`src/rtl/writeback_stage.sv`:
```
`default_nettype none
// ============================================================================
// Module   : writeback_stage
// Brief    : MEM/WB pipeline register, result select/extend, single write
//            strobe per instruction and same-cycle bypass to decode.
// Revision : 1.0 - initial release
// ============================================================================
module writeback_stage #(
  parameter int DATA_W = 32
) (
  input  logic              clk,
  input  logic              reset,
  input  logic              in_valid,
  input  logic              stall,
  input  logic              flush,
  input  logic [DATA_W-1:0] in_instruction,
  input  logic [DATA_W-1:0] in_alu_result,
  input  logic [DATA_W-1:0] in_mem_rdata,
  input  logic [DATA_W-1:0] in_pc_plus4,
  input  logic [1:0]        in_memtoreg,
  input  logic [1:0]        in_mem_size,
  input  logic              in_mem_unsigned,
  input  logic              in_regwrite,
  input  logic [1:0]        in_regdst,
  input  logic [4:0]        rs_addr,
  input  logic [4:0]        rt_addr,
  output logic [DATA_W-1:0] instruction,
  output logic [1:0]        regdst,
  output logic [DATA_W-1:0] write_data,
  output logic              regwrite,
  output logic [4:0]        wb_dest,
  output logic              fwd_rs_hit,
  output logic              fwd_rt_hit,
  output logic [DATA_W-1:0] fwd_data
);

  logic              r_valid;
  logic              r_written;
  logic [DATA_W-1:0] r_instr;
  logic [DATA_W-1:0] r_alu;
  logic [DATA_W-1:0] r_rdata;
  logic [DATA_W-1:0] r_pc4;
  logic [1:0]        r_memtoreg;
  logic [1:0]        r_size;
  logic              r_unsigned;
  logic              r_regwrite;
  logic [1:0]        r_regdst;

  logic              w_live;
  logic              w_strobe;
  logic [4:0]        w_dest;
  logic [15:0]       w_half;
  logic [7:0]        w_byte;
  logic [DATA_W-1:0] w_load;
  logic [DATA_W-1:0] w_wdata;

  always_ff @(posedge clk) begin
    if (reset) begin
      r_valid    <= 1'b0;
      r_written  <= 1'b0;
      r_instr    <= '0;
      r_alu      <= '0;
      r_rdata    <= '0;
      r_pc4      <= '0;
      r_memtoreg <= 2'b00;
      r_size     <= 2'b00;
      r_unsigned <= 1'b0;
      r_regwrite <= 1'b0;
      r_regdst   <= 2'b00;
    end else if (flush) begin
      r_valid   <= 1'b0;
      r_written <= 1'b0;
    end else if (stall) begin
      // Remember the strobe so a held instruction is written only once.
      if (w_strobe) begin
        r_written <= 1'b1;
      end
    end else begin
      r_valid    <= in_valid;
      r_written  <= 1'b0;
      r_instr    <= in_instruction;
      r_alu      <= in_alu_result;
      r_rdata    <= in_mem_rdata;
      r_pc4      <= in_pc_plus4;
      r_memtoreg <= in_memtoreg;
      r_size     <= in_mem_size;
      r_unsigned <= in_mem_unsigned;
      r_regwrite <= in_regwrite;
      r_regdst   <= in_regdst;
    end
  end

  always_comb begin
    w_dest = r_instr[20:16];
    case (r_regdst)
      2'b01:   w_dest = r_instr[15:11];
      2'b10:   w_dest = 5'd31;
      default: w_dest = r_instr[20:16];
    endcase
  end

  // $0 is not protected inside register_file, so it is filtered here.
  assign w_live   = r_valid & r_regwrite & (w_dest != 5'd0);
  assign w_strobe = w_live & ~r_written;

  // Big-endian lane select: lowest address maps to the most significant lane.
  assign w_half = r_alu[1] ? r_rdata[15:0] : r_rdata[31:16];

  always_comb begin
    w_byte = r_rdata[31:24];
    case (r_alu[1:0])
      2'b01:   w_byte = r_rdata[23:16];
      2'b10:   w_byte = r_rdata[15:8];
      2'b11:   w_byte = r_rdata[7:0];
      default: w_byte = r_rdata[31:24];
    endcase
  end

  always_comb begin
    w_load = r_rdata;
    case (r_size)
      2'b01:   w_load = {{(DATA_W-16){w_half[15] & ~r_unsigned}}, w_half};
      2'b10:   w_load = {{(DATA_W-8){w_byte[7] & ~r_unsigned}}, w_byte};
      default: w_load = r_rdata;
    endcase
  end

  always_comb begin
    w_wdata = r_alu;
    case (r_memtoreg)
      2'b01:   w_wdata = w_load;
      2'b10:   w_wdata = r_pc4;
      default: w_wdata = r_alu;
    endcase
  end

  assign instruction = r_instr;
  assign regdst      = r_regdst;
  assign write_data  = w_wdata;
  assign regwrite    = w_strobe;
  assign wb_dest     = w_dest;
  assign fwd_rs_hit  = w_live & (rs_addr == w_dest);
  assign fwd_rt_hit  = w_live & (rt_addr == w_dest);
  assign fwd_data    = w_wdata;

endmodule
`default_nettype wire

```
`config.mk`:
```
export PLATFORM = sky130hd
export DESIGN_NAME = writeback_stage
export DESIGN_NICKNAME = d
export VERILOG_FILES = /design/src/rtl/writeback_stage.sv
export SDC_FILE = /design/constraint.sdc
export NUM_CORES = 1
export LEC_CHECK = 0
export ABC_CLOCK_PERIOD_IN_PS = 3500
export CAP_MARGIN = 15
export CORE_ASPECT_RATIO = 1.25
export CORE_MARGIN = 4
export CORE_UTILIZATION = 40
export DETAILED_ROUTE_END_ITERATION = 10
export DONT_BUFFER_PORTS = 1
export PLACE_DENSITY_LB_ADDON = 0.25
export SYNTH_ARGS = -nofsm -noshare
export SYNTH_HDL_FRONTEND = slang
export SYNTH_SLANG_ARGS = --single-unit
```
`constraint.sdc`:
```
create_clock -name clk -period 3.5 [get_ports clk]
set_clock_uncertainty 0.15 [all_clocks]
set_input_delay 0.875 -clock clk [delete_from_list [all_inputs] [get_ports clk]]
set_output_delay 0.875 -clock clk [all_outputs]
set_load 0.01 [all_outputs]
```
# --- Yosys cells after proc, flatten, opt, wreduce, memory -nomap -nowiden ---
# Index checks and enable logic that the tools add are counted.
classes:
  mux: 5
  magnitude_cmp: 0
  n_eq_ne: 11
  n_shift: 0
  n_addsub: 0
  multipliers: 0
  n_reduce_logical: 4
  n_bitwise: 11
  div: 0
ops:
  columns: ["op", "count"]
  rows:
  - ["one-hot mux 32 bit (2 select lines)", 2]
  - ["one-hot mux 8 bit (3 select lines)", 1]
  - ["2-to-1 mux 16 bit", 1]
  - ["== test 2 bit, second input constant", 5]
  - ["== test 5 bit", 2]
  - ["one-hot mux 5 bit (2 select lines)", 1]
  - ["== test 2 x 1 -> 1 bit, second input constant", 4]
  - ["bitwise AND 1 bit", 7]
  - ["nonzero test 5 bit", 1]
  - ["NOT 1 bit", 4]
  - ["OR reduction 3 bit", 1]
  - ["AND reduction 2 bit", 1]
  - ["OR reduction 2 bit", 1]
word_totals:
  ram_bits: 0
  wordCells: 42
  n_memories: 0
  reg_bits: 138
  rom_bits: 0
  in_bits: 151
  out_inout_bits: 106
  latch_bits: 0

# --- Longest topological paths before layout ---
logic_depth:
  depth_word: 5
  depth_mapped: 10
  depth_no_buf: 6

# --- Least setup slack after synthesis ---
# OpenSTA, ideal clock, no wires.
synth_path:
  kind: "reg-to-output"
  from: "register r_memtoreg[0]"
  to: "output port write_data[19]"
  required_ps: 2475
  arrival_time_ps: 2016
  stages_incl_launch_ff: 11
  setup_slack_ps: 459
  path_buffers: 4
  path_cell_list: "dfxtp_1 > inv_1 > ha_1 > buf_2 > nand2b_1 > clkbuf_1 > a21oi_1 > o21ai_2 > buf_2 > o221ai_1 > buf_4"
synth_via:
  elab_chain_cells: 2
  word_cells_on_any_way: 3
  cone_classes: "eq/ne (2); mux (1)"
synth_rtl:
  columns: ["item", "line", "rtl"]
  rows:
  - ["start, declared", "43", "logic [1:0] r_memtoreg;"]
  - ["start signal, assigned", "85", "r_memtoreg <= in_memtoreg;"]
  - ["== test 2 bit / == test 2 x 1 -> 1 bit (equally long branches)", "130", "case (r_memtoreg)"]
  - ["one-hot mux 32 bit (2 select lines) *", "130", null]
  - ["end, declared", "29", "output logic [DATA_W-1:0] write_data,"]
# Mark *: on every way between the ends. The rest lies on a longest branch, timed or not.

# --- Worst setup path in the final report ---
layout_path:
  from: "register r_regdst[1] (netlist: regdst[1])"
  to: "output port fwd_rt_hit"
layout_via:
  elab_chain_cells: 5
  word_cells_on_any_way: 7
  cone_classes: "eq/ne (3); mux (1); bitwise (2); reduce/logical (1)"
layout_rtl:
  columns: ["item", "line", "rtl"]
  rows:
  - ["start, declared", "47", "logic [1:0] r_regdst;"]
  - ["start signal, assigned", "89", "r_regdst <= in_regdst;"]
  - ["== test 2 bit / == test 2 x 1 -> 1 bit (equally long branches)", "95", "case (r_regdst)"]
  - ["one-hot mux 5 bit (2 select lines) *", "95", null]
  - ["nonzero test 5 bit", "103", "assign w_live = r_valid & r_regwrite & (w_dest != 5'd0);"]
  - ["bitwise AND 1 bit", "103", null]
  - ["bitwise AND 1 bit *", "143", "assign fwd_rt_hit = w_live & (rt_addr == w_dest);"]
  - ["end, declared", "33", "output logic fwd_rt_hit,"]
# Marked as above.

==> flow_summary.toml <==
[final_layout]
final_nets = 1024
final_common_cell = "nand2_1"
antenna_cells = 0
layout-drive-gt1-share_pct = 12.27
syn_to_final_growth_pct = 13.64
mostFrequentLayoutCells = "327 x nand2_1, 161 x a21oi_1, 137 x dfxtp_1"
layout.cells.non_filler = 1092
fillers = 1665

[sta]
fin_crit_ps = 3435
slew_violations = 0
worst_pin_slew_ps = 638.4
slew-limit-headroom_pct = 57.24
period_share_pct = 98.14
setup_viol = 0
postLayoutSetupSlackWorst_ps = 65.21
fmax_mhz = 291.1
finalHoldViolCount = 0

[setup_path]
arrival_ps = 2410
crit_buf_inv = 2
path_cells = "inv_1 -> ha_2 -> a211oi_4 -> o22ai_1 -> o311ai_4 -> nor4_1 -> buf_4"
cp-start-kind = "flip-flop"
cpLargestDelayFamily = "compound AO/OA/AOI/OAI gates"
max_stage_delay_ps = 470
cp_slowest_cell = "dfxtp_1"
critPathKind = "reg -> out"
end_kind = "primary output"
worstPathRequired_ps = 2470
crit_path_max_fanout = 6
reg2reg_slack_ps = 1380

[yosys]
syn_inst = 901
synthDominantCellAreaShare_pct = 42.41
syn_area_sq_um = 6514
avgSynthCellArea_sq_um = 7.229
ys_types = 41
synth_edf_count = 0
synth_ff_type = "dfxtp_1"
syn_nets = 1058
synth_seq_cells = 138
async_reset_ff_share_pct = 0
ys_seq_area_share_pct = 42.41
yosys_warnings = 0
synth_area_leaders = "dfxtp_1 42%, nand2_1 19%, a21oi_1 12%"
synth_area_leader_cell = "dfxtp_1"

[drt]
num_vias = 5856
finalWirelength_um = 19970
drtIter0Drc = 387
drc = 0
postRouteAntennaNets = 0
via_per_inst = 5.363
wire_per_inst_um = 18.29
dr.pass1.iters = 5

[placed_design]
pre_cts_ws_ps = 223.3
dp.cells = 1057
place_congestion = 0.8811
dp_hpwl_um = 14260
portBuffers = 0

[floorplanning]
dieArea_sq_um = 18400
ios = 257
initial_utilization_pct = 41.33
die_y_um = 150.7
die_width_um = 122.1
rows = 51
core_sq_um = 15760

[outcome]
status = "finished, final reports clean"

[grt]
antenna_found_initial = 0
grt_max_degree = 139
grt_overflow = 0
first_global_vias = 5662
grtUsageTotal_pct = 21.32
grt_pass1_wl_um = 30370

[clock_tree]
cts_inserted_buffers = 17
clk_pin_slew_worst_paths_ps = 60
cts_max_level = 4
root_buffer = "clkbuf_16"
clkSinkCount = 138
clock_latency_ps = 420
clk_path_buf_depth = 2
cts_tree = "yes"

[worst_hold_path]
hp-class = "reg -> reg"

[flow_run]
cap_violations = 0

[pwr]
p_per_area_nw_per_um2 = 547.3
leakagePower_nw = 2.577
power_mw = 4.051
peakVddDrop_mv = 0.2936
[final timing paths]
kind	start	end	cells after the start
max reg2reg	regdst[1]	r_written	6
max	regdst[1]	fwd_rt_hit	7
min reg2reg	r_alu[16]	r_alu[16]	2
min	r_alu[16]	r_alu[16]	2
[through the flow]
step / setup TNS, ps / utilization (%) / instance area (sq um) / hold slack, ps
floorplan: 0 / - / 6514 / 271.1
global placement: 0 / 42.11 / 6636 / 288.8
detailed placement: 0 / 42.11 / 6636 / 292.5
CTS: -187.8 / 46.27 / 7292 / 301.1
global route: -51.97 / 46.96 / 7402 / 312.9
finish: 0 / 46.96 / 7402 / 304.0
[logic make-up after synthesis]
group	share of synthesized area, %
muxes	1.537
and+or+nand+nor	24.05
adders and majority gates	1.152
DFF	42.41
AOI/OAI and AO/OA	21.55
buffers and inverters	9.028
xor gates and xnor gates	0.2690
[cells in the mapped netlist (2+ instances only)]
master      n
xor2_1      2
or3_1       6
dfxtp_1   138
nor2b_1     5
nor2_1     36
mux2i_1    10
o21ai_0    10
o22ai_1     3
ha_1        6
nand4_1     4
nand2_1   327
o221ai_1   17
o221a_2     7
buf_6       2
inv_1      17
or3_2       2
a21oi_1   161
a211oi_1    6
a31oi_1     6
o21ai_1     2
o32ai_1     7
buf_1       6
nand2b_1    2
clkbuf_1   52
buf_2       8
buf_4      32
nand3b_1    7
o311ai_1    6
nor4_1      2
[metal layers]
metal,GRT usage (%),up-vias,share of wire (%)
li1,-,2921,-
met1,24.82,2667,39
met2,34.90,239,49
met3,8.982,29,10
met4,8.011,0,2.8
met5,0,-,0
[what timing repair did]
action                     4_1_cts  5_1_grt
setup endpoints to repair        5       51
pin swaps                        0        2
buffers inserted                 0        3
hold buffers                     0        0
resized for setup                7       17
[flip-flops by register name (all words and copies together) (netlist names), 2 cells and up]
register and count:
instruction 32, r_alu 32, r_pc4 32, r_rdata 32, r_memtoreg 2, r_size 2, regdst 2
[tightest hold or removal path, stage by stage, from the launching register on]
cell	delay (ps)
dfxtp_1	310
nand2_1	50
a21oi_1	50
[layout make-up]
cell class	count	area (sq um)	share of cell area (%)
clock buffer	19	432.9	5.849
timing repair buffer	47	390.4	5.274
clock inverter	13	192.7	2.603
inverter	18	71.32	0.9635
sequential	138	2764	37.34
tap	212	265.3	3.583
multi-input combinational	645	3286	44.39
[power by group]
part	total [mW]	internal (mW)	switching (mW)
clock	1.91	1.20	0.712
sequential	1.71	1.64	0.0673
combinational	0.429	0.163	0.266
Note: power is estimated with default switching activity, not from simulation.
==> edit 1: new RTL, config.mk and constraints unchanged <==
`DATA_W`: 32 -> 48.
--- a/src/rtl/writeback_stage.sv
+++ b/src/rtl/writeback_stage.sv
@@ -7,5 +7,5 @@
 // ============================================================================
 module writeback_stage #(
-  parameter int DATA_W = 32
+  parameter int DATA_W = 48
 ) (
   input  logic              clk,
Ports: changed (7 resized); port bits go from 257 to 369. The function was not compared with the original's and may differ.
==> edit 1 against the original RTL <==
  * Total power is 34% higher
  * Setup slack better by 53 ps
  * Combinational power is 37% higher
  * Area after synthesis is 44% higher
  * Via count is 39% higher
  * Maximum frequency is 1.6% higher
  * Routed wire length is 46% higher
  * Sequential cell count is 64 higher
  * Cell area is 38% higher
  * Critical path type unchanged
  * Largest cell class unchanged
==> edit 1: results (changes against the original RTL) <==
run_status:
  status: "finished, final reports clean"
routing:
  dr.pass1.iters: 5  # unchanged
  num_vias: 8148  # +39%
  drt_iter0_drc: 471  # +22%
  wl_per_cell_um: 19.6  # +7.3%
clock_tree:
  clock_latency_ps: 500  # +80 ps
  cts-root-buf: "clkbuf_16"
  cts_buffers: 22  # +5
  cts.path.max_buffers: 3  # +1
  htreeDepth: 1  # -3
  clk_pin_slew_ps: 60  # about the same
placed_design:
  place.gp.congestion: 0.925  # +4.9%
  place_ws_ps: 253  # +29.3 ps
  dp_hpwl_mm: 20.4  # +43%
  io_buffers: 0  # unchanged
synth:
  synth-async-reset-ratio_pct: 0  # unchanged
  yosysUniqueCellTypes: 45  # +9.8%
  ys_top_cells_by_count: "nand2_1, a21oi_1, dfxtp_1"
  synth_warnings: 0  # unchanged
  synth_nets: 1489  # +41%
  synth-seq-area-share_pct: 43.1  # +0.67 points
  synth_area_leaders: "dfxtp_1, nand2_1, a21oi_1"
  ys.flop_type: "dfxtp_1"
min_path:
  min_path_cells: 1  # -1
  hp-start: "reset"
  min_path_type: "in2reg"
  min_to: "regdst[1]"
global_routing:
  antenna_found_initial: 1  # +1
  grt_pass1_vias: 7728  # +36%
  grt_pass1_wl_mm: 44.4  # +46%
  grt_use_total_pct: 21.1  # -0.18 points
  grt_max_degree: 203  # +46%
layout:
  drive_above_1_share_pct: 11.5  # -0.77 points
  fillCellCount: 2343  # +41%
  diodes: 0  # unchanged
  finalNetCount: 1406  # +37%
sta:
  period_needed_ps: 3380  # -53.3 ps
  tightest_slew_ps: 829  # +191 ps
critical_path:
  crit_arrival_ps: 2360  # -50 ps
  timing.rr.end: "r_written"
  worstPathMaxFanout: 5  # -1
  reg2reg_depth: 6  # unchanged
  r2r_slack_ps: 1530  # +150 ps
  max_stage_delay_ps: 450  # -20 ps
  slowest_stage: "o41ai_4"
  reg2reg_from: "regdst[0]"
  cp_top_family: "compound AO/OA/AOI/OAI gates"
power:
  ir_drop_uv: 278  # -5.3%
  power_leakage_uw: 0.00346  # +34%
edit 1: layout make-up:
cell class,count,share of cell area (%)
sequential,202,39.5
timing repair buffer,40,3.69
clock inverter,5,0.513
multi-input combinational,900,45.3
inverter,19,0.745
tap,288,3.52
clock buffer,34,6.71
edit 1: worst register-to-register path: stages, from the launching register on:
cell	delay, ps
dfxtp_1	310
buf_4	160
ha_2	260
a211oi_4	290
nor2_2	120
o41ai_4	450
a21oi_1	120
edit 1: cell families after synthesis:
kind of cell | synth area share (%)
and+or+nand+nor | 23.7
AOI/OAI and AO/OA | 22.1
DFF | 43.1
buffers and inverters | 9.01
muxes | 1.15
adders and majority gates | 0.800
xor gates and xnor gates | 0.187
edit 1: timing repair:
action | 4_1_cts | 5_1_grt
setup endpoints to repair | 11 | 48
pin swaps | 4 | 0
gates cloned | 0 | 0
buffers inserted | 0 | 0
gates resized for setup | 15 | 17
edit 1: worst max path at each step:
stage | start | endpoint | cells after the start
4_1_cts | r_size[0] | fwd_data[13] | 7
2_1_floorplan | regdst[0] | fwd_rs_hit | 7
5_1_grt | r_size[0] | fwd_data[13] | 7
3_3_place_gp | regdst[1] | fwd_rs_hit | 6
6_report | regdst[0] | fwd_rs_hit | 7
3_5_place_dp | regdst[1] | fwd_rs_hit | 6
edit 1: per-layer routing:
layer  track usage (%)  routed length, um  up-vias
met3              6.65               2450       48
met5                 0                 13        -
li1                  -                  -     4006
met1              24.3              11300     3797
met4              6.06                739        2
met2              38.0              14700      295
edit 1: power breakdown:
part,internal (uW),switching (uW),total [uW]
Sequential,2410,87.8,2490
Clock,1420,930,2350
Combinational,198,389,587
Total,4020,1410,5430
edit 1: per-stage QoR:
stage	total power (uW)	hold slack, ps	std cells	util, %	area, sq um
floorplan	3020	271	1268	-	9390
global placement	3100	287	1449	40.6	9360
detailed placement	3110	282	1449	40.6	9360
CTS	5500	273	1488	44.2	10200
global route	5680	264	1488	44.5	10200
finish	5430	284	1488	44.5	10200
==> edit 2: new RTL, same settings <==
Made on the original files. Make the reset (`reset`) asynchronous in one clocked block.
--- a/src/rtl/writeback_stage.sv
+++ b/src/rtl/writeback_stage.sv
@@ -55,5 +55,5 @@
   logic [DATA_W-1:0] w_wdata;
 
-  always_ff @(posedge clk) begin
+  always_ff @(posedge clk or posedge reset) begin
     if (reset) begin
       r_valid    <= 1'b0;
Formal check against the unedited RTL: differs if reset is asserted again (counterexample within 4 cycles, from zero or initial values and one cycle with reset high); with reset held inactive, the same outputs for 4 cycles.
==> edit 2 against the original RTL <==
  * Count of clock-buffer cells in the layout unchanged
  * Sequential cell count unchanged
  * Area after synthesis increased by 5.9%
  * Die area increased by 5.6%
  * Routed wire length decreased by 1.9%
  * Cell area increased by 7.8%
  * Setup slack improved by 74 ps
  * Critical path type unchanged
  * Critical endpoint is now write_data[10]
  * Highest routed layer is now met5
Power is not compared: it rests on default switching activity, and its combinational part moved more than twofold at a synthesized area within 25%.
==> edit 2: results (changes against the original RTL) <==
layout:
  buffers_excl_clock: 49  # +4.3%
  multi_input_area_share_pct: 38.7  # -5.6 points
  inverters: 19  # +1
  seqCellArea_sq_um: 3450  # +25%
  area_delta_synth_final_pct: 15.6
  buf_share_pct: 5.33  # +0.059 points
  diodes: 4  # +4
  fillCellCount: 1591  # -4.4%
routing:
  drt_iter0_drc: 228  # -41%
  wl_per_cell_um: 23.3  # +28%
  num_vias: 4684  # -20%
  dr.pass1.iters: 4  # -1
  wl_met2_mm: 9.90  # +2.2%
  wl_met3_mm: 1.67  # -16%
  maxUsedRoutingLayer: "met5"
  routed_wl_mm: 19.6  # -1.9%
run_status:
  status: "finished, final reports clean"
synth:
  ys.flop_type: "dfrtp_1"
  yosysUniqueCellTypes: 37  # -9.8%
  synth_nets: 760  # -28%
  synth_area_leaders: "dfrtp_1, mux2_2, o21ai_0"
  avgSynthCellArea_sq_um: 11.4  # +58%
  ys_top_cells_by_count: "dfrtp_1, mux2_2, o21ai_0"
placed_design:
  place.gp.congestion: 0.910  # +3.2%
  dp_cells: 803  # -24%
  place_ws_ps: 265  # +42.1 ps
  dp_hpwl_mm: 14.9  # +4.3%
  placement.cell_area_sq_um: 7170  # +8.0%
critical_path:
  reg2reg_depth: 7  # +1
  worstPathMaxFanout: 12  # +6
die:
  dieArea_sq_um: 19400  # +5.6%
global_routing:
  grt_max_degree: 94  # -32%
  antenna_found_initial: 4  # +4
  grt_use_total_pct: 20.2  # -1.1 points
  grt_pass1_vias: 5108  # -9.8%
  grt_pass1_wl_mm: 30.2  # -0.61%
min_path:
  min_path_cells: 1  # -1
## edit 2: changes by cell type after synthesis, moves of 7 or more
| cell | unedited run | this run |
|---|---|---|
| nand2_1 | 327 | 48 |
| mux2_2 | 0 | 121 |
| a21oi_1 | 161 | 30 |
| a22oi_1 | 0 | 14 |
| o21ai_0 | 10 | 52 |
| dfrtp_1 | 0 | 138 |
| nand3b_1 | 7 | 0 |
| o221a_2 | 7 | 0 |
| o221ai_1 | 17 | 2 |
| o221ai_2 | 0 | 9 |
| dfxtp_1 | 138 | 0 |
| buf_2 | 8 | 15 |
| clkbuf_1 | 52 | 17 |
## edit 2: worst max-delay path, stage by stage, from the launching register on
cell and delay, ps:
dfrtp_1 360, inv_1 60, ha_1 360, inv_1 210
buf_4 240, o21ai_0 330, o21ai_0 180, buf_4 180
## edit 2: final timing paths
path | from | to | slack (ps)
setup / recovery | r_size[0] | write_data[10] | 140
hold / removal | r_alu[18] | r_alu[18] | 360
setup reg to reg | regdst[0] | r_written | 1440
hold reg to reg | r_alu[18] | r_alu[18] | 360
max in group asynchronous | reset | r_pc4[15] | 2050
min in group asynchronous | reset | instruction[18] | 370
## edit 2: cell families after synthesis
logic type | after synthesis | synth area share [%]
simple gates | 103 | 6.53
fa+ha+maj | 6 | 1.09
xor+xnor | 2 | 0.254
flops | 138 | 50.1
compound gates | 137 | 13.8
buf+inv | 86 | 7.02
mux | 131 | 21.3
## edit 2: layer usage
metal  vias to the layer above  track usage, %
met5                         -               0
met4                         2            8.32
li1                       2125               -
met1                      2307            23.4
met2                       220            33.4
met3                        30            8.15
## edit 2: repair_timing
action,CTS,global route
resized for setup,12,16
endpoints found under the hold margin,0,0
setup buffers,2,0
setup endpoints to repair,9,18
hold buffers,0,0
pin swaps,1,2
